**config.mk**
```make
export PLATFORM = sky130hd
export DESIGN_NAME = scan_display_ctrl
export DESIGN_NICKNAME = d
export VERILOG_FILES = /design/src/rtl/scan_pkg.sv /design/src/rtl/scan_prescaler.sv /design/src/rtl/scan_display_ctrl.sv
export SDC_FILE = /design/constraint.sdc
export NUM_CORES = 1
export LEC_CHECK = 0
export BUFFER_PORTS_ARGS = -buffer_cell sky130_fd_sc_hd__buf_2
export CAP_MARGIN = 10
export CORE_MARGIN = 2
export CORE_UTILIZATION = 29
export CTS_CLUSTER_DIAMETER = 80
export CTS_CLUSTER_SIZE = 40
export DETAILED_ROUTE_END_ITERATION = 10
export GPL_TIMING_DRIVEN = 0
export PLACE_DENSITY = 0.48
export SKIP_LAST_GASP = 1
export SYNTH_ARGS = -nofsm -noshare
export SYNTH_HDL_FRONTEND = slang
export SYNTH_SLANG_ARGS = --single-unit
export TNS_END_PERCENT = 10
```
**constraint.sdc**
```tcl
create_clock -name clk -period 2.73 [get_ports clk]
set_input_delay 0.546 -clock clk [delete_from_list [all_inputs] [get_ports clk]]
set_output_delay 0.546 -clock clk [all_outputs]
set_load 0.005 [all_outputs]
```
**src/rtl/scan_pkg.sv**
```systemverilog
// Shared definitions for the multiplexed display scanner, segment decoder
// and board top: width helpers and the all-anodes-off mask.

`ifndef SCAN_IDX_W
// Width of a digit index for an n-digit display (never narrower than 1 bit).
`define SCAN_IDX_W(n) scan_pkg::clog2(n)
`endif

package scan_pkg;

  // Widest display the anode-mask helper supports.
  localparam int MAX_DIGITS = 64;

  // Blink phase of the selected digits.
  typedef enum logic {
    PH_VISIBLE = 1'b0,
    PH_HIDDEN  = 1'b1
  } blink_phase_e;

  // Bits needed to hold 0..n-1, with a floor of 1 so degenerate counters
  // still have a real register behind them.
  function automatic int clog2(input int n);
    int w;
    w = 1;
    while ((1 << w) < n) w++;
    return w;
  endfunction

  // Anode pattern with the low n bits set (all anodes off, active low).
  function automatic logic [MAX_DIGITS-1:0] an_off_mask(input int n);
    logic [MAX_DIGITS-1:0] m;
    m = '0;
    for (int i = 0; i < MAX_DIGITS; i++) begin
      if (i < n) m[i] = 1'b1;
    end
    return m;
  endfunction

endpackage

```
**src/rtl/scan_prescaler.sv**
```systemverilog
// Generic mod-N counter with enable. Exposes the next count so a consumer can
// register outputs that line up with the counter on the same edge.

module scan_prescaler
  import scan_pkg::*;
#(
  parameter int N = 4,
  parameter int W = clog2(N)
) (
  input  logic         clk,
  input  logic         rst_n,
  input  logic         en,
  output logic [W-1:0] cnt,
  output logic [W-1:0] cnt_nxt,
  output logic         tick
);

  localparam logic [W-1:0] LAST = W'(N - 1);

  // Next count: wrap on terminal count, otherwise step while enabled.
  always_comb begin
    // NOTE: every always_comb output gets a default first so no path leaves
    // it unassigned, which would otherwise infer a latch.
    tick    = en && (cnt == LAST);
    cnt_nxt = cnt;
    if (tick)    cnt_nxt = '0;
    else if (en) cnt_nxt = cnt + 1'b1;
  end

  // Count register.
  always_ff @(posedge clk or negedge rst_n) begin
    // NOTE: sequential state uses non-blocking assignment so every flop samples
    // the pre-edge values, independent of statement order.
    if (!rst_n) cnt <= '0;
    else        cnt <= cnt_nxt;
  end

endmodule

```
**src/rtl/scan_display_ctrl.sv**
```systemverilog
// Self-timed multiplexed display scanner: prescaler-driven digit scan,
// per-frame shadow latching of display data, anti-ghost dead time at the
// start of each slot, and per-digit blinking. All outputs are registered
// from next-state values so anode and data never skew.

module scan_display_ctrl
  import scan_pkg::*;
#(
  parameter int DIGITS       = 8,
  parameter int SCAN_DIV     = 50000,
  parameter int DEAD_CYC     = 64,
  parameter int BLINK_FRAMES = 256,
  parameter bit FRAME_SYNC   = 1'b1,
  localparam int SW          = `SCAN_IDX_W(DIGITS)
) (
  input  logic                clk,
  input  logic                rst_n,
  input  logic                en,
  input  logic [4*DIGITS-1:0] hexs,
  input  logic [DIGITS-1:0]   point,
  input  logic [DIGITS-1:0]   les,
  output logic [3:0]          hexo,
  output logic                p,
  output logic                le,
  output logic [DIGITS-1:0]   an,
  output logic [SW-1:0]       scan
);

  localparam int CW = clog2(SCAN_DIV);
  localparam int FW = clog2(BLINK_FRAMES);

  localparam logic [SW-1:0]         SCAN_LAST  = SW'(DIGITS - 1);
  localparam logic [FW-1:0]         FRAME_LAST = FW'(BLINK_FRAMES - 1);
  localparam logic [MAX_DIGITS-1:0] AN_OFF_W   = an_off_mask(DIGITS);
  localparam logic [DIGITS-1:0]     AN_OFF     = AN_OFF_W[DIGITS-1:0];

  // Slot prescaler.
  logic [CW-1:0] cnt;
  logic [CW-1:0] cnt_nxt;
  logic          tick;

  scan_prescaler #(
    .N (SCAN_DIV),
    .W (CW)
  ) u_prescaler (
    .clk     (clk),
    .rst_n   (rst_n),
    .en      (en),
    .cnt     (cnt),
    .cnt_nxt (cnt_nxt),
    .tick    (tick)
  );

  // State registers and their next values.
  logic [SW-1:0]       scan_nxt;
  logic                wrap;
  logic [FW-1:0]       frame_cnt, frame_nxt;
  blink_phase_e        phase, phase_nxt;
  logic [4*DIGITS-1:0] hexs_sh, hexs_sh_nxt;
  logic [DIGITS-1:0]   point_sh, point_sh_nxt;
  logic [DIGITS-1:0]   les_sh, les_sh_nxt;

  // Output next values.
  logic [DIGITS-1:0]   sel;
  logic [DIGITS-1:0]   an_nxt;
  logic [3:0]          hexo_nxt;
  logic                blank_nxt;

  // Digit counter: advance on tick, flag the frame wrap on the last digit.
  always_comb begin
    scan_nxt = scan;
    wrap     = 1'b0;
    if (tick) begin
      if (scan == SCAN_LAST) begin
        scan_nxt = '0;
        wrap     = 1'b1;
      end else begin
        scan_nxt = scan + 1'b1;
      end
    end
  end

  // Shadow load: once per frame for tear-free data, or every enabled cycle.
  always_comb begin
    hexs_sh_nxt  = hexs_sh;
    point_sh_nxt = point_sh;
    les_sh_nxt   = les_sh;
    if (FRAME_SYNC ? wrap : en) begin
      hexs_sh_nxt  = hexs;
      point_sh_nxt = point;
      les_sh_nxt   = les;
    end
  end

  // Blink timing: count frames, flip the phase every BLINK_FRAMES frames.
  always_comb begin
    frame_nxt = frame_cnt;
    phase_nxt = phase;
    if (wrap) begin
      if (frame_cnt == FRAME_LAST) begin
        frame_nxt = '0;
        phase_nxt = (phase == PH_VISIBLE) ? PH_HIDDEN : PH_VISIBLE;
      end else begin
        frame_nxt = frame_cnt + 1'b1;
      end
    end
  end

  // Output decode from the post-edge state so anode and data switch together.
  always_comb begin
    sel           = '0;
    sel[scan_nxt] = 1'b1;
    blank_nxt     = (int'(cnt_nxt) < DEAD_CYC) ||
                    (les_sh_nxt[scan_nxt] && (phase_nxt == PH_HIDDEN));
    an_nxt        = blank_nxt ? AN_OFF : ~sel;
    hexo_nxt      = hexs_sh_nxt[{scan_nxt, 2'b00} +: 4];
  end

  // State and output registers; everything holds while en is low.
  always_ff @(posedge clk or negedge rst_n) begin
    // NOTE: the shadow registers are reset too, so the first frame after
    // reset shows zeros with all decoders in a known state rather than X.
    if (!rst_n) begin
      scan      <= '0;
      frame_cnt <= '0;
      phase     <= PH_VISIBLE;
      hexs_sh   <= '0;
      point_sh  <= '0;
      les_sh    <= '0;
      an        <= AN_OFF;
      hexo      <= '0;
      p         <= 1'b0;
      le        <= 1'b0;
    end else if (en) begin
      scan      <= scan_nxt;
      frame_cnt <= frame_nxt;
      phase     <= phase_nxt;
      hexs_sh   <= hexs_sh_nxt;
      point_sh  <= point_sh_nxt;
      les_sh    <= les_sh_nxt;
      an        <= an_nxt;
      hexo      <= hexo_nxt;
      p         <= point_sh_nxt[scan_nxt];
      le        <= les_sh_nxt[scan_nxt];
    end
  end

endmodule

```
==> flow_summary.json <==
{
  "outcome": "complete, but fails checks",
  "clk_latency_ns": 0.35,
  "synth_flop_cell": "dfrtp_1",
  "via_per_inst": 4.937,
  "drtPass1Iterations": 4,
  "h-tree-depth": 3,
  "drtIter0Drc": 237,
  "syn-cell-area_um2": 4679,
  "setup_ws_ns": -0.03841,
  "crit_slowest_cell": "or4_4",
  "grt_pass1_wl_um": 21680,
  "crit_chain": "or4_4 -> buf_6 -> or4_4 -> mux2i_2 -> o31a_1 -> o221ai_1 -> o41ai_1 -> a21oi_1",
  "dieWidth_um": 131.0,
  "p_sw_mw": 0.7171,
  "p_leak_nw": 2.854,
  "dieArea_um2": 17170,
  "p_per_area_nw_per_um2": 485.6,
  "grt_pass1_vias": 4005,
  "critPathTopFamily": "simple AND/OR/NAND/NOR gates",
  "critPathArrivalTime_ns": 2.99,
  "clock-sinks": 90,
  "clkPwrFrac": 0.394,
  "r2r_setup_slack_ns": -0.04,
  "power_frac_seq": 0.506,
  "grt-ovfl-total": 0,
  "crit_fanout": 5,
  "drive_gt1_frac": 0.2831,
  "synth.avg_cell_area_um2": 9.492,
  "post-place-ws_ns": -0.8696,
  "routed_wl_um": 13920,
  "diodes": 0,
  "report.final.hold_viol_count": 0,
  "antenna_found_initial": 0,
  "critical_path_required_ns": 2.95,
  "synth.distinct_cells": 59,
  "finalNetCount": 647,
  "final_util": 0.3721,
  "track_usage": 0.1680,
  "cts_tree": "done",
  "startpoint_type": "register",
  "syn_nets": 548,
  "rsz0062_at_grt": "yes",
  "place_congestion": 0.8644,
  "failed_checks": "setup timing",
  "yosysSeqAreaShare": 0.4834,
  "endpoint_kind": "register",
  "p_sw_frac": 0.2507,
  "pwr-share-comb": 0.100,
  "worstSetupPathType": "reg2reg",
  "io_pins": 68,
  "die_h_um": 131.0,
  "syn_to_final_growth_pct": 25.86,
  "drc": 0,
  "cts_root_buffer": "clkbuf_16",
  "cp_common_cell": "or4_4",
  "maxCapViolations": 0,
  "start_util": 0.2957,
  "async_reset_ff_frac": 1.000,
  "numCtsBuffers": 9,
  "slew_violations": 0,
  "intPower_mw": 2.143,
  "synth-edff-count": 0,
  "ir_worst_vdd_mv": 0.2776,
  "rows": 46,
  "path_buf_inv": 1,
  "max_freq_mhz": 361.2,
  "syn_inst": 493,
  "period_needed_ns": 2.768,
  "finClkSkew_ns": 0.01082,
  "dpl.hpwl_um": 9932,
  "critPathMaxStageDelay_ns": 0.60,
  "setup_violations": 3,
  "tightest_slew_ns": 0.6467,
  "slew_headroom": 0.5689,
  "io_buffers": 66,
  "clk_pin_slew_ns": 0.06,
  "ys_seq_elements": 90,
  "hold_path.class": "in2async",
  "fp.coreArea_um2": 15830,
  "via_count": 4014,
  "clockBufferDepth": 2,
  "post_drt_wl_per_cell_um": 17.13,
  "yosys_warnings": 0,
  "grt_max_degree": 49,
  "period_share": 1.014,
  "ant_nets": 0
}
==> per-stage QoR <==
step	setup TNS [ns]	std cells	power, mW	instance area [um2]	hold WS [ns]
finish	-0.07665	813	2.860	5889	0.2023
global route	-3.193	813	2.998	5889	0.2473
CTS	-2.997	804	2.873	5739	0.2254
detailed placement	-34.46	776	1.706	5318	0.4514
global placement	-34.12	775	1.695	5288	0.4438
floorplan	-1.390	493	1.581	4687	0.2504
==> power groups by stage <==
stage / sequential [mW] / clock, mW / combinational [mW]
global placement: 1.47 / 0 / 0.224
floorplan: 1.46 / 0 / 0.125
finish: 1.45 / 1.13 / 0.287
detailed placement: 1.47 / 0 / 0.233
CTS: 1.44 / 1.17 / 0.256
global route: 1.45 / 1.22 / 0.322
==> routing by layer <==
layer | share of wire | up-vias | GRT usage
met5 | 0 | - | 0
met2 | 0.49 | 99 | 0.2798
met3 | 0.052 | 23 | 0.04520
li1 | - | 1921 | -
met1 | 0.43 | 1971 | 0.2136
met4 | 0.024 | 0 | 0.05131
==> registers in the layout, indices dropped and copies added, names as in the netlist, 3 cells and up <==
name,count
scan,3
hexo,4
frame_cnt,8
point_sh,8
an,8
hexs_sh,32
les_sh,8
u_prescaler.cnt,16
==> worst paths after layout <==
| kind | from | endpoint | depth (start not counted) |
|---|---|---|---|
| min in group clk | point[7] | point_sh[7]$_DFFE_PN0P_ | 3 |
| setup reg to reg | u_prescaler.cnt[12]$_DFF_PN0_ | hexo[3]$_DFFE_PN0P_ | 8 |
| hold / removal | rst_n | u_prescaler.cnt[13]$_DFF_PN0_ | 1 |
| max in group asynchronous | rst_n | hexo[3]$_DFFE_PN0P_ | 2 |
| setup / recovery | u_prescaler.cnt[12]$_DFF_PN0_ | hexo[3]$_DFFE_PN0P_ | 8 |
| hold reg to reg | hexs_sh[1]$_DFFE_PN0P_ | hexs_sh[1]$_DFFE_PN0P_ | 2 |
==> placed cells by master (no fill, tap or decap), types with 4 or more instances in the layout <==
cell	instances
a211oi_1	6
clkbuf_1	14
buf_2	72
dfrtp_1	80
clkbuf_16	9
o22a_1	8
nand2_1	113
buf_6	4
a21oi_1	15
nand3_1	15
nor2_1	30
a31oi_1	7
o221ai_1	4
xor2_1	6
inv_1	14
a21o_1	6
o21ai_1	6
nand4_1	7
o21ai_0	15
dfstp_2	8
xnor2_1	10
nor3_1	12
mux2_4	4
mux2_2	8
buf_4	24
mux2i_1	20
nor4_1	5
==> layout make-up <==
| type | instances | area (um2) |
|---|---|---|
| Fill cell | 1632 | 9938 |
| Multi-Input combinational cell | 359 | 2351 |
| Sequential cell | 90 | 2265 |
| Timing Repair Buffer | 91 | 555.5 |
| Tap cell | 216 | 270.3 |
| Clock buffer | 15 | 247.7 |
| Buffer | 24 | 121.4 |
| Inverter | 17 | 71.32 |
| Clock inverter | 1 | 7.507 |
==> cells by family after synthesis <==
kind of cell,count (synthesis),share of synthesized area
compound gates,91,0.1382
mux,37,0.09117
fa+ha+maj,4,0.01070
buf+inv,44,0.03636
xor+xnor,17,0.03182
flops,90,0.4834
simple gates,210,0.2083
==> synth_stat cells (5+ instances only) <==
master	instances	share of area
a211oi_1	6	0.0096
a21o_1	6	0.0096
a21oi_1	18	0.019
a31oi_1	7	0.0094
buf_1	5	0.0040
clkbuf_1	18	0.014
dfrtp_1	82	0.44
dfstp_2	8	0.045
inv_1	16	0.013
mux2_2	11	0.026
mux2i_1	22	0.047
nand2_1	113	0.091
nand3_1	15	0.016
nand4_1	7	0.0094
nor2_1	30	0.024
nor3_1	12	0.013
nor4_1	6	0.0080
o21ai_0	22	0.024
o22a_1	8	0.015
xnor2_1	10	0.019
xor2_1	7	0.013
==> what timing repair did <==
item | in CTS | in global routing
buffers inserted | 12 | 12
hold buffers | 0 | 0
gates resized for setup | 26 | 33
setup endpoints to repair | 56 | 40
pin swaps | 12 | 9
Power figures use the tool's default switching activity.
